==> src/rtl/if_pkg.sv <==
// Shared types and constants for the instruction fetch unit.
package if_pkg;

  localparam int XLEN = 32;
  localparam logic [XLEN-1:0] PC_STEP     = 32'd4;
  localparam logic [XLEN-1:0] BUBBLE_INST = 32'h0;

  typedef struct packed {
    logic [XLEN-1:0] pc;
    logic [XLEN-1:0] inst;
  } fetch_entry_t;

endpackage

==> src/rtl/fetch_buf.sv <==
// Small synchronous FIFO of fetch entries with push/pop/clear and occupancy count.
module fetch_buf
  import if_pkg::*;
#(
  parameter int DEPTH = 2,
  localparam int CW = $clog2(DEPTH + 1),
  localparam int PW = $clog2(DEPTH)
) (
  input  logic         clk,
  input  logic         rst,
  input  logic         push,
  input  logic         pop,
  input  logic         clear,
  input  fetch_entry_t wdata,
  output fetch_entry_t head,
  output logic [CW-1:0] count
);

  fetch_entry_t mem [DEPTH];
  logic [PW-1:0] rd_ptr, wr_ptr;
  logic do_push, do_pop;

  assign do_pop  = pop && (count != '0);
  // a full FIFO still accepts a push when the head leaves in the same cycle
  assign do_push = push && ((count != CW'(DEPTH)) || do_pop);
  assign head    = mem[rd_ptr];

  always_ff @(posedge clk) begin
    if (do_push) mem[wr_ptr] <= wdata;
  end

  always_ff @(posedge clk) begin
    if (!rst || clear) begin
      rd_ptr <= '0;
      wr_ptr <= '0;
      count  <= '0;
    end else begin
      if (do_push) wr_ptr <= wr_ptr + 1'b1;
      if (do_pop)  rd_ptr <= rd_ptr + 1'b1;
      count <= count + CW'(do_push) - CW'(do_pop);
    end
  end

endmodule

==> src/rtl/if_fetch_unit.sv <==
// Instruction fetch unit: in-order request/response to imem, output buffer to ID.
// Define IF_PERF_CNT_EN to add perf_fetched / perf_dropped counters.
module if_fetch_unit
  import if_pkg::*;
#(
  parameter logic [XLEN-1:0] RESET_PC = 32'h0000_0000,
  parameter int DEPTH = 2
) (
  input  logic            clk,
  input  logic            rst,
  input  logic            stall,
  input  logic            redirect,
  input  logic [XLEN-1:0] redirect_pc,
  output logic            imem_req,
  output logic [XLEN-1:0] imem_addr,
  input  logic            imem_gnt,
  input  logic            imem_rvalid,
  input  logic [XLEN-1:0] imem_rdata,
  output logic [XLEN-1:0] IF_pc,
  output logic [XLEN-1:0] IF_inst,
  output logic            IF_valid,
  output logic            flush
`ifdef IF_PERF_CNT_EN
  ,
  output logic [31:0]     perf_fetched,
  output logic [31:0]     perf_dropped
`endif
);

  localparam int CW = $clog2(DEPTH + 1);

  logic [XLEN-1:0] fetch_pc;
  logic [CW-1:0]   pend_cnt, buf_cnt, drop_cnt;
  logic [CW+1:0]   inflight;
  logic            grant, rsp_take, pop;
  fetch_entry_t    pend_wdata, pend_head, buf_wdata, buf_head;

  assign inflight  = (CW+2)'(drop_cnt) + (CW+2)'(pend_cnt) + (CW+2)'(buf_cnt);
  assign imem_req  = rst && !redirect && (inflight < (CW+2)'(DEPTH));
  assign imem_addr = fetch_pc;
  assign grant     = imem_req && imem_gnt;
  assign flush     = redirect;

  // responses for requests issued before a redirect drain through drop_cnt first
  assign rsp_take  = imem_rvalid && (drop_cnt == '0) && (pend_cnt != '0);
  assign IF_valid  = (buf_cnt != '0);
  assign pop       = IF_valid && !stall && !redirect;
  assign IF_pc     = IF_valid ? buf_head.pc   : '0;
  assign IF_inst   = IF_valid ? buf_head.inst : BUBBLE_INST;

  assign pend_wdata = '{pc: fetch_pc, inst: BUBBLE_INST};

  always_comb begin
    buf_wdata      = pend_head;
    buf_wdata.inst = imem_rdata;
  end

  fetch_buf #(.DEPTH(DEPTH)) u_pend (
    .clk(clk), .rst(rst), .push(grant), .pop(rsp_take), .clear(redirect),
    .wdata(pend_wdata), .head(pend_head), .count(pend_cnt)
  );

  fetch_buf #(.DEPTH(DEPTH)) u_buf (
    .clk(clk), .rst(rst), .push(rsp_take && !redirect), .pop(pop), .clear(redirect),
    .wdata(buf_wdata), .head(buf_head), .count(buf_cnt)
  );

  always_ff @(posedge clk) begin
    if (!rst) begin
      fetch_pc <= RESET_PC;
      drop_cnt <= '0;
    end else if (redirect) begin
      fetch_pc <= redirect_pc;
      drop_cnt <= drop_cnt + pend_cnt
                - CW'(imem_rvalid && ((drop_cnt != '0) || (pend_cnt != '0)));
    end else begin
      if (grant) fetch_pc <= fetch_pc + PC_STEP;
      if (imem_rvalid && (drop_cnt != '0)) drop_cnt <= drop_cnt - 1'b1;
    end
  end

`ifdef IF_PERF_CNT_EN
  logic rsp_discard;
  assign rsp_discard = imem_rvalid && ((drop_cnt != '0) || (redirect && (pend_cnt != '0)));

  always_ff @(posedge clk) begin
    if (!rst) begin
      perf_fetched <= '0;
      perf_dropped <= '0;
    end else begin
      perf_fetched <= perf_fetched + 32'(pop);
      perf_dropped <= perf_dropped + 32'(rsp_discard) + (redirect ? 32'(buf_cnt) : 32'd0);
    end
  end
`endif

endmodule

==> config.mk <==
export PLATFORM = sky130hd
export DESIGN_NAME = if_fetch_unit
export DESIGN_NICKNAME = d
export VERILOG_FILES = /design/src/rtl/if_pkg.sv /design/src/rtl/fetch_buf.sv /design/src/rtl/if_fetch_unit.sv
export SDC_FILE = /design/constraint.sdc
export NUM_CORES = 1
export LEC_CHECK = 0
export CAP_MARGIN = 20
export CORE_ASPECT_RATIO = 0.75
export CORE_MARGIN = 5
export CORE_UTILIZATION = 55
export CTS_BUF_LIST = sky130_fd_sc_hd__clkbuf_2
export CTS_CLUSTER_DIAMETER = 80
export DETAILED_ROUTE_END_ITERATION = 8
export GPL_TIMING_DRIVEN = 0
export PLACE_DENSITY = 0.83
export REMOVE_ABC_BUFFERS = 1
export SKIP_LAST_GASP = 1
export SYNTH_ARGS = -nofsm -noshare
export SYNTH_HDL_FRONTEND = slang
export SYNTH_SLANG_ARGS = --single-unit
==> constraint.sdc <==
create_clock -name clk -period 9.7 [get_ports clk]
set_clock_uncertainty 0.2 [all_clocks]
set_input_delay 1.455 -clock clk [delete_from_list [all_inputs] [get_ports clk]]
set_output_delay 1.455 -clock clk [all_outputs]
set_load 0.1 [all_outputs]
# --- Yosys cells after proc, flatten, opt, wreduce, memory -nomap -nowiden ---
# Memories as Yosys holds them, arrays and structs flattened. A register that Yosys moved wholly into a read port is not among the register bits.
# Cells that the tools add are included.
# Widths: inputs -> output; s select.
totals:
  memories: 2
  mem_bits_rw: 192
  ff_bits: 42
op_classes:
  addsub: 14
  muxes: 14
  n_reduce_logical: 27
  eq_ne: 2
  order_cmp: 1
mem_list:
  columns: ["memory", "words", "word_bits", "read_ports", "rd_ports_with_merged_regs", "wr", "line", "source"]
  rows:
  - ["u_buf.mem", 2, 64, 1, 1, 1, "fetch_buf.sv:19", "fetch_entry_t mem [DEPTH];"]
  - ["u_pend.mem", 2, 32, 1, 1, 1, "fetch_buf.sv:19", null]
op_table:
  columns: ["operator", "count"]
  rows:
  - ["$mux 32", 4]
  - ["$add 32x3->32 const B", 1]
  - ["$logic_and 1x1->1", 14]
  - ["$reduce_bool 2->1", 5]
  - ["$mux 1", 8]
  - ["$sub 2x1->2", 3]
  - ["$add 1x1->1 const B", 4]
  - ["$add 2x1->2", 2]
  - ["$add 3x2->4", 1]
  - ["$logic_or 1x1->1", 4]
  - ["$lt 4x2->1 const B", 1]
  - ["$mux 2", 2]
  - ["$ne 2x2->1 const B", 2]
  - ["$add 2x2->3", 1]
  - ["$logic_not 1->1", 3]
  - ["$add 2x2->2", 1]
  - ["$logic_not 2->1", 1]
  - ["$sub 2x1->2 const B", 1]

# --- Depth between registers and ports, before layout ---
depth:
  depth_word: 8
  ltp_mapped: 12
  depth_no_buf: 11

# --- Hierarchy ---
# From an unflattened synthesis, not the netlist that was laid out.
hier_totals:
  hier_cells: 786
  area_unflattened_um2: 12941.2
by_module_without_submodules:
  columns: ["module", "cells_per_inst", "n_inst", "area_each_um2"]
  rows:
  - ["fetch_buf", 225, 2, 5175.0]
  - ["if_fetch_unit", 336, 1, 2591.2]

# --- Worst setup path after synthesis ---
# No wires, ideal clock.
synth_path:
  path_kind: "input-to-reg"
  start: "in redirect"
  end: "mem u_buf.mem[0][0] (netlist name) (enable)"
  arrival_ns: 8.036
  cell_stages: 3
  setup_slack_ns: 0.820
  cell_sequence: "clkbuf_1 clkbuf_1 nor4_1"
synth_via:
  elab_chain_len: 7
synth_rtl:
  columns: ["item", "line", "source"]
  rows:
  - ["start, declared", "if_fetch_unit.sv:12", "input logic redirect,"]
  - ["$logic_not 1->1 (*)", "if_fetch_unit.sv:47, if_fetch_unit.sv:64", null]
  - ["$logic_and 1x1->1", "if_fetch_unit.sv:47", "assign pop = IF_valid && !stall && !redirect;"]
  - ["$logic_and 1x1->1", "fetch_buf.sv:23", "assign do_pop = pop && (count != '0);"]
  - ["$logic_or 1x1->1", "fetch_buf.sv:25", "assign do_push = push && ((count != CW'(DEPTH)) || do_pop);"]
  - ["$logic_and 1x1->1 (*)", "fetch_buf.sv:25", null]
  - ["$mux 1 (*)", "fetch_buf.sv:29", "if (do_push) mem[wr_ptr] <= wdata;"]
  - ["$mux 1 (not written as such) (*)", "fetch_buf.sv:29", null]
  - ["end, declared", "fetch_buf.sv:19", null]
# Mark *: on every way between the ends. The rest lies on a longest branch, timed or not.

# --- Worst setup path after layout ---
layout_path:
  start: "in rst"
  end: "out imem_req"
layout_via:
  elab_chain_len: 2
layout_rtl:
  columns: ["item", "line", "source"]
  rows:
  - ["start, declared", "if_fetch_unit.sv:10", "input logic rst,"]
  - ["$logic_and 1x1->1 (2 in a row)", "if_fetch_unit.sv:39", "assign imem_req = rst && !redirect && (inflight < (CW+2)'(DEPTH));"]
  - ["end, declared", "if_fetch_unit.sv:14", "output logic imem_req,"]
# Every way passes these cells.

==> run_results.csv <==
group,metric,value,unit
cts,clk_pin_slew,100,ps
floorplan,dieWidth,162,µm
cells_and_area,area_growth,27.2,%
floorplan,design.core.area,16900,µm²
cts,clock-sinks,236,
cells_and_area,multiInputGateArea,2710,µm²
global_route,grt_use_total,21.8,%
cells_and_area,n_fill_cell,1183,
worst_setup_path,startpoint_type,"primary input",
worst_setup_path,reg2reg_to,"u_pend.mem[1][21]$_DFFE_PP_",
cts,clk_latency,820,ps
placed_design,port_buffers,168,
global_route,antenna_found_initial,1,
timing,fin_crit_sh,64.8,%
timing,fmax,159,MHz
cts,cts-resized-gates,0,
min_path,min_path_cells,0,
min_path,worst_hold_path_type,"reg -> reg",
power,ir_drop,0.0000911,V
floorplan,die-area,20100,µm²
worst_setup_path,worstSetupEndpointType,"primary output",
placed_design,dp_hpwl,14500,µm
timing,slew_violations,0,
drt,via_count,6247,
drt,via_per_inst,5.51,
cts,hold_buffers,0,
power,p_per_area,165,nW/µm²
yosys,synth_cells,665,
global_route,grt_start_max_net_pins,44,
drt,wl,21900,µm
timing,max_slew_margin,29.2,%
job,drv_cap,0,
yosys,synth_area_per_cell,14.3,µm²
status,status,"complete, no violations",
worst_setup_path,path_max_fanout,20,
worst_setup_path,worst-r2r-cell-count,8,
yosys,syn_area,9530,µm²
yosys,synth_cell_types,45,
cts,cts-htree-levels,2,
floorplan,rows,41,
yosys,yosysSeqAreaShare,69.8,%
worst_setup_path,arrival,4630,ps
cells_and_area,drive_gt1_share,17.6,%
floorplan,ios,169,
global_route,first_global_vias,6526,
power,cellLeakagePower,4.08,nW
cts,cts_tree,"built",
cells_and_area,fin_nets,955,
cts,cts_buffers,55,
yosys,ys_warn_count,0,
worst_setup_path,r2r_start,"u_pend.count[1]$_SDFF_PP0_",
timing,worst_pin_slew,1050,ps
worst_setup_path,crit_type,"in -> out",
drt,drc,0,
cts,cts_setup_buffers,0,
timing,finalSetupViolCount,0,
timing,rsz0062_at_grt,"false",
yosys,synth_largest_area_cell,"edfxtp_1",
min_path,worstHoldStart,"imem_addr[1]$_SDFFE_PN0P_",
drt,drt_iter0_markers,451,
global_route,grt_pass1_wl,34200,µm
drt,first_pass_iters,5,
yosys,synthFlopType,"edfxtp_1",
placed_design,gp_congestion,0.792,
floorplan,start_util,56.3,%
cts,cts_buffer_depth,3,
floorplan,die_y,124,µm
yosys,yosys_register_bits,236,
drt,routedWlPerCell,19.3,µm
yosys,synthArstFlopShare,0,%
yosys,synth-edff-count,192,
cts,cts-root-buf,"clkbuf_2",
min_path,min_to,"u_pend.mem[1][1]$_DFFE_PP_",
cells_and_area,ff_latch_area,6650,µm²
power,power.total,2.00,mW
worst_setup_path,critical_path_required,8050,ps
cells_and_area,post-route-util,71.6,%
worst_setup_path,rrSetupSlack,5560,ps
drt,final_antenna_net_count,0,
timing,hold_viol_final,0,
global_route,grt.overflow.total,0,
yosys,synth_top_area_share,60.5,%
timing,min_period,6290,ps
yosys,synthTopCellsByArea,"edfxtp_1 61%, dfxtp_1 9.2%, mux2i_1 6.9%, mux2_2 4.1%, nor2_1 3.4%",
## routing by layer
| layer | track usage [%] | vias up | part of all wire, % |
|---|---|---|---|
| met3 | 5.52 | 41 | 7.9 |
| met1 | 28.5 | 3018 | 43 |
| met5 | 0 | - | 0 |
| li1 | - | 2911 | - |
| met4 | 8.40 | 0 | 2.1 |
| met2 | 35.7 | 277 | 47 |
## report_power, final
group,switching (mW),internal [mW],total (mW),leakage [nW]
clock network,0.376,0.253,0.629,0.408
logic,0.150,0.0824,0.233,1.57
registers,0.0235,1.12,1.14,2.11
## registers in the layout (all words and copies together) (netlist names), named ones only
name / count
u_buf.mem: 128
u_pend.mem: 64
imem_addr: 32
drop_cnt: 2
u_buf.count: 2
u_pend.count: 2
u_buf.rd_ptr: 1
u_buf.wr_ptr: 1
u_pend.rd_ptr: 1
u_pend.wr_ptr: 1
## cells in the mapped netlist (2+ instances only)
cell / instances
nor4_2: 2
clkbuf_1: 23
buf_1: 9
ha_1: 11
nand3_1: 14
nand4_1: 9
and3_1: 4
o21ai_0: 15
mux2i_1: 66
xor2_1: 8
o21ai_1: 2
xnor2_1: 25
nor2b_1: 3
nand2_1: 14
nor3_1: 11
nand4_2: 2
o22ai_1: 3
nor4_1: 6
nor2_1: 87
a211oi_1: 6
nor4b_1: 2
and4_1: 3
or4_1: 2
a21oi_1: 21
dfxtp_1: 44
o211ai_1: 2
edfxtp_1: 192
and2_1: 6
inv_1: 18
mux2_2: 35
a31oi_1: 6
## worst max path at each step
| stage | startpoint | end | slack, ps |
|---|---|---|---|
| after detailed placement | rst | imem_req | 3450 |
| final | rst | imem_req | 3410 |
| after global placement | redirect | u_buf.mem[0][30]$_DFFE_PP_ | -4060 |
| after global routing | rst | imem_req | 3270 |
| after floorplan | imem_rvalid | u_buf.mem[0][0]$_DFFE_PP_ | 1090 |
| after CTS | rst | imem_req | 3440 |
## critical path, cell delays in order
cell	delay, ps
clkdlybuf4s50_1	970
nand2b_1	590
nor4b_1	410
clkdlybuf4s50_1	1200
## layout make-up
cell class / instances / area share (%)
antenna: 1 / 0.0207
tap: 215 / 2.22
clock inverter: 6 / 0.186
sequential: 236 / 54.9
inverter: 19 / 0.589
timing repair buffer: 185 / 15.8
clock buffer: 96 / 3.97
multi-input combinational: 376 / 22.4
## placed cells by master (no fill, tap or decap), drive strengths merged, types with 3 or more instances in the layout
master	count
edfxtp	192
clkdlybuf4s50	168
clkbuf	96
nor2	87
mux2i	66
dfxtp	44
mux2	35
xnor2	25
a21oi	21
inv	18
o21ai	17
buf	17
nand3	15
nand2	14
nor3	11
ha	11
nand4	11
xor2	8
nor4	8
clkinv	7
a31oi	6
a211oi	6
and2	6
and3	4
and4	3
o22ai	3
nor2b	3
## per-stage QoR
step | std cells | setup TNS (ps) | cell area [µm²] | hold slack, ps | setup WS, ps
floorplan | 631 | 0 | 9400 | 272 | 1090
finish | 1134 | 0 | 12100 | 308 | 3410
global placement | 1014 | -259770 | 11300 | 265 | -4060
global route | 1134 | 0 | 12100 | 329 | 3270
CTS | 1132 | 0 | 12100 | 305 | 3440
detailed placement | 1030 | 0 | 11600 | 271 | 3450
## cells by family after synthesis
logic type	after synthesis	share of synthesized area, %
AND/OR/NAND/NOR	172	8.88
buffers and inverters	53	2.14
multiplexers	101	11.1
flip-flops	236	69.8
XOR/XNOR	33	3.03
AO/OA/AOI/OAI	58	3.47
adder cells (fa/ha/maj)	12	1.65
Power figures use the tool's default switching activity.
